**src/rtl/key_conditioner.sv**
```systemverilog
// key_conditioner: synchronises, debounces and auto-repeats one active-low push-button,
// emitting registered press/release/repeat strobes, a combined step strobe and a clean level.
module key_conditioner #(
    parameter int DEBOUNCE_CYCLES = 500000,
    parameter int REPEAT_DELAY    = 6000000,
    parameter int REPEAT_PERIOD   = 1200000,
    parameter bit REPEAT_EN       = 1'b1,
    parameter int CNT_W           = 24
) (
    input  logic clk,
    input  logic reset,
    input  logic key_n,
    output logic key_level,
    output logic press_pulse,
    output logic release_pulse,
    output logic repeat_pulse,
    output logic step
);
    typedef enum logic [2:0] {IDLE, PRESS_DB, HELD, REPEAT, RELEASE_DB} state_t;
    localparam logic [CNT_W-1:0] DB_LAST  = CNT_W'(DEBOUNCE_CYCLES - 1);
    localparam logic [CNT_W-1:0] DLY_LAST = CNT_W'(REPEAT_DELAY - 1);
    localparam logic [CNT_W-1:0] PER_LAST = CNT_W'(REPEAT_PERIOD - 1);
    state_t state, nstate;
    logic [CNT_W-1:0] cnt, ncnt;
    logic sync0, key_s;
    logic press_d, release_d, repeat_d, level_d;
    logic wrap, hold;
    always_ff @(posedge clk) begin
        if (!reset) begin
            state         <= IDLE;
            cnt           <= '0;
            sync0         <= 1'b0;
            key_s         <= 1'b0;
            key_level     <= 1'b0;
            press_pulse   <= 1'b0;
            release_pulse <= 1'b0;
            repeat_pulse  <= 1'b0;
            step          <= 1'b0;
        end else begin
            sync0         <= ~key_n;
            key_s         <= sync0;
            state         <= nstate;
            cnt           <= ncnt;
            key_level     <= level_d;
            press_pulse   <= press_d;
            release_pulse <= release_d;
            repeat_pulse  <= repeat_d;
            step          <= press_d | repeat_d;
        end
    end
    // key_s is tested before the terminal count so a release always wins
    always_comb begin
        nstate = state;
        case (state)
            IDLE:       nstate = key_s ? PRESS_DB : IDLE;
            PRESS_DB:   nstate = !key_s ? IDLE : (cnt == DB_LAST ? HELD : PRESS_DB);
            HELD:       nstate = !key_s ? RELEASE_DB : (REPEAT_EN && cnt == DLY_LAST ? REPEAT : HELD);
            REPEAT:     nstate = !key_s ? RELEASE_DB : REPEAT;
            RELEASE_DB: nstate = key_s ? HELD : (cnt == DB_LAST ? IDLE : RELEASE_DB);
            default:    nstate = IDLE;
        endcase
        wrap = state == REPEAT && cnt == PER_LAST;
        hold = state == HELD && cnt == DLY_LAST;
        ncnt = (nstate != state || wrap || state == IDLE) ? '0 : hold ? cnt : cnt + CNT_W'(1);
    end
    always_comb begin
        press_d   = state == PRESS_DB && nstate == HELD;
        release_d = state == RELEASE_DB && nstate == IDLE;
        repeat_d  = (state == HELD && nstate == REPEAT) || (wrap && key_s);
        level_d   = nstate inside {HELD, REPEAT, RELEASE_DB};
    end
endmodule

```
**config.mk**
```make
export PLATFORM = sky130hd
export DESIGN_NAME = key_conditioner
export DESIGN_NICKNAME = d
export VERILOG_FILES = /design/src/rtl/key_conditioner.sv
export SDC_FILE = /design/constraint.sdc
export NUM_CORES = 1
export LEC_CHECK = 0
export CORE_MARGIN = 4
export CORE_UTILIZATION = 39
export CTS_CLUSTER_SIZE = 40
export DETAILED_ROUTE_END_ITERATION = 12
export PLACE_DENSITY_LB_ADDON = 0.12
export SLEW_MARGIN = 20
export SYNTH_ARGS = -nofsm -noshare
export SYNTH_HDL_FRONTEND = slang
export SYNTH_SLANG_ARGS = --single-unit
```
**constraint.sdc**
```tcl
create_clock -name clk -period 1.91 [get_ports clk]
set_input_delay 0.4775 -clock clk [delete_from_list [all_inputs] [get_ports clk]]
set_output_delay 0.4775 -clock clk [all_outputs]
set_load 0.01 [all_outputs]
```
==> results of run 1 <==
==> critical path: cells and delay by family (launching register included) <==
kind,cells,cell delay (ns)
compound gates,4,0.77
flops,1,0.31
simple gates,2,0.19
fa+ha+maj,1,0.22
buf+inv,2,0.30
==> report_power, final <==
group	leakage, nW	internal (mW)	total, mW	switching (mW)
clock network	0.0575	0.364	0.616	0.252
logic	0.387	0.0102	0.0190	0.00883
registers	0.274	0.711	0.714	0.00231
total	0.718	1.09	1.35	0.263
==> state kept, by name, summed over array words and instances, names as in the netlist <==
name,cells
cnt,24
state,3
key_level,1
key_s,1
press_pulse,1
release_pulse,1
repeat_pulse,1
step,1
sync0,1
==> kinds of logic (layout without fill, tap and decap cells) <==
family	count (synthesis)	after routing	synth area share
flip-flops	34	34	0.424
adder cells (fa/ha/maj)	1	1	0.00779
AND/OR/NAND/NOR	98	98	0.333
buffers and inverters	7	44	0.0210
AO/OA/AOI/OAI	15	15	0.0818
XOR/XNOR	23	23	0.125
multiplexers	1	1	0.00701
==> placed cells by master (no fill, tap or decap), drive strengths merged, types with 2 or more instances in the layout <==
master          n
dfxtp          34
nor3b           4
clkdlybuf4s50   7
buf            24
nor2           28
nand3          11
nand4           6
xor2           13
nand4bb         2
or2             2
and3            8
o21ai           5
inv             5
nand2          12
nor3            6
a21o            2
a21oi           3
clkbuf          8
nand4b          2
nor4           10
xnor2          10
==> metrics by stage <==
stage / worst slack, ns / cell area, um2 / total power [mW] / util / hold slack [ns]
2_1_floorplan: 0.00367 / 1610 / 0.738 / - / 0.412
3_3_place_gp: 0.0263 / 1910 / 0.748 / 0.477 / 0.423
3_5_place_dp: -0.0295 / 1910 / 0.749 / 0.477 / 0.426
4_1_cts: 0.0000613 / 2020 / 1.36 / 0.505 / 0.447
5_1_grt: -0.0622 / 2060 / 1.40 / 0.514 / 0.469
6_report: 0.0481 / 2060 / 1.35 / 0.514 / 0.444
==> path summary, 6_finish.rpt <==
check                                    startpoint                   to  slack, ns  cells past startpoint
worst max-delay path            cnt[0]$_SDFFE_PP0N_  cnt[1]$_SDFFE_PP0N_       0.05                      9
worst min-delay path               sync0$_SDFF_PN0_     key_s$_SDFF_PN0_       0.44                      1
worst max register to register  cnt[0]$_SDFFE_PP0N_  cnt[1]$_SDFFE_PP0N_       0.05                      9
worst min register to register     sync0$_SDFF_PN0_     key_s$_SDFF_PN0_       0.44                      1
==> Yosys cell counts, types with 2 or more instances <==
master / count / area [um2]
a21oi_1: 2 / 10.0
and3_1: 8 / 50.1
dfxtp_1: 34 / 681
inv_1: 5 / 18.8
nand2_1: 12 / 45.0
nand3_1: 11 / 55.1
nand4_1: 6 / 37.5
nand4b_1: 2 / 17.5
nand4bb_1: 2 / 22.5
nor2_1: 28 / 105
nor3_1: 6 / 30.0
nor3b_1: 4 / 30.0
nor4_1: 9 / 56.3
o21ai_0: 4 / 20.0
xnor2_1: 10 / 87.6
xor2_1: 13 / 114
==> metal layers <==
layer  global-route usage  part of all wire
met1                0.194              0.44
met2                0.260              0.48
met3               0.0388             0.046
met4               0.0605             0.027
met5                    0                 0
==> area by class of cell <==
type / instances / area, um2
fill: 377 / 1940
multi-input combinational: 138 / 933
sequential: 34 / 681
timing repair buffer: 31 / 250
clock buffer: 8 / 110
tap: 50 / 62.6
inverter: 5 / 18.8
==> results.md, run 1 <==
- The I/O pin total is 8.
- Traced cell by cell, the critical path runs through ha_1 -> nand4_1 -> buf_4 -> nor4_1 -> buf_4 -> a211oi_4 -> o211ai_4 -> a21o_4 -> a21oi_2.
- The first-pass GRT wire length is 6330 um.
- The total clock buffers created by CTS is 5.
- In the final layout, the share of cells above drive strength 1 is 0.222.
- In the final routed layout, each cell accounts on average for 14.4 um.
- The number of enable flip-flop cells after synthesis is 0.
- The count of state elements after synthesis is 34.
- The total negative slack for setup checks is 0 ns.
- After floorplanning, the core was divided into 23 placement rows.
- The share of synthesized registers carrying an async set or reset is 0.
- The most numerous cell on the critical path is buf_4.
- After detailed routing, the number of remaining DRC violations is 0.
- Once layout is complete, the cells apart from fillers number 266.
- STA puts the critical path data required time at 2.13 ns.
- For the pin with the worst max-slew slack, the measured transition is 0.406 ns.
- Dividing total power by cell area gives a power density of 656 nW/um2.
- The number of iterations in the first detailed-routing pass is 4.
- The peak per-stage delay on the critical path is 0.31 ns.
- Relative to the synthesized area, the layout overhead comes to 28.1%.
- The number of antenna violations at the first check in global routing is 0.
- The die is 72.2 um tall.
- The clock reaches the later pin of the worst-skew pair after 0.29 ns.
- Summed over all nets, the half-perimeter wirelength after detailed placement is 2910 um.
- The total of endpoints with negative setup slack in the final report is 0.
- In this run, post-CTS repair resized a total of 0 instances.
- The detailed router placed 1445 vias in this run.
- For the worst setup path, the data arrival time is 2.08 ns.
- The overall die width is 72.2 um.
- The achievable clock frequency is 537 MHz.
- The run finished with clean final reports.
- Using the TritonRoute via totals, the vias-per-cell ratio works out to 5.43.
- Across every metal layer, demand over resource in global routing totals 0.156.
- For this run, the post-layout net count is 219.
- After synthesis, the mean cell area works out to 8.97 um2.
- The overall overflow remaining after global route is 0.
- The final weighted congestion of routability-driven global placement is 0.859.
- Among all stages on the critical path, the largest delay is contributed by dfxtp_1.
- In this run, the number of DRC markers left after iteration 0 of detailed routing was 58.
- The placeable core region is 4000 um2.
- In this run the tool buffered the top-level ports with 7 buffer cells.
- The largest fanout on the critical path is 8.
- STA classifies the critical path endpoint as a flip-flop.
- The die covers 5210 um2.
- The minimum clock period after layout is 1.86 ns.
- IR analysis of the VDD net gives a maximum drop of 383 uV.
- The via count of the first global-routing pass is 1355.
- The critical path launch point type is a flip-flop.
- The critical path start-end classification is reg -> reg.
- Post-CTS timing repair inserted 0 buffers for setup.
- The total of hold buffers inserted after clock tree synthesis is 0.
- The effective utilization at floorplan is 0.401.
- The worst slew margin relative to its limit is 0.727.
- The TritonCTS clock tree is built.
- The final layout contains routed wiring with a total length of 3830 um.
- The final max-slew violation count is 0.
- The number of placed instances, taps included, is 258.
- The number of buffers on the longest clock path is 2.
- The remaining antenna violation count after routing is 0.
- The unique cell type count in the Yosys netlist is 39.
- The largest net degree at the start of global routing is 11.
- The buffer type at the clock tree root is clkbuf_8.
- The netlist area before placement is 1610 um2.
- The min-delay analysis places its worst path in the category reg -> reg.
- The worst clock skew on the final layout is 0.00617 ns.
- The cell count after synthesis came out at 179.
- After clock tree synthesis, the clock-pin slew on the worst setup and hold paths is 0.07 ns.
- The sequential share of the synthesized area is 0.424.
- The antenna diode instance count is 0.
- The max-cap check violation count is 0.
- The hold violation count in the final report came to 0.
- The static power due to leakage is 0.718 nW.
- Setup repair after global routing could not meet its margin everywhere.
- The count of synthesis-stage warnings from yosys is 0.
- The H-tree was split into 2 levels.
- When the netlist entered floorplanning its net count stood at 183.
- The final worst-path cycle share is 0.975.
- For this run, the leading register cell type out of synthesis is dfxtp_1.
- The number of clock sinks is 34.
Note: power is estimated with default switching activity, not from simulation.
==> inputs of run 2 (changes only) <==
- CAP_MARGIN: default -> 20
- SKIP_CTS_REPAIR_TIMING: default -> 1
==> results of run 2 <==
The final DEF is identical to that of run 1; final timing and power are the same.
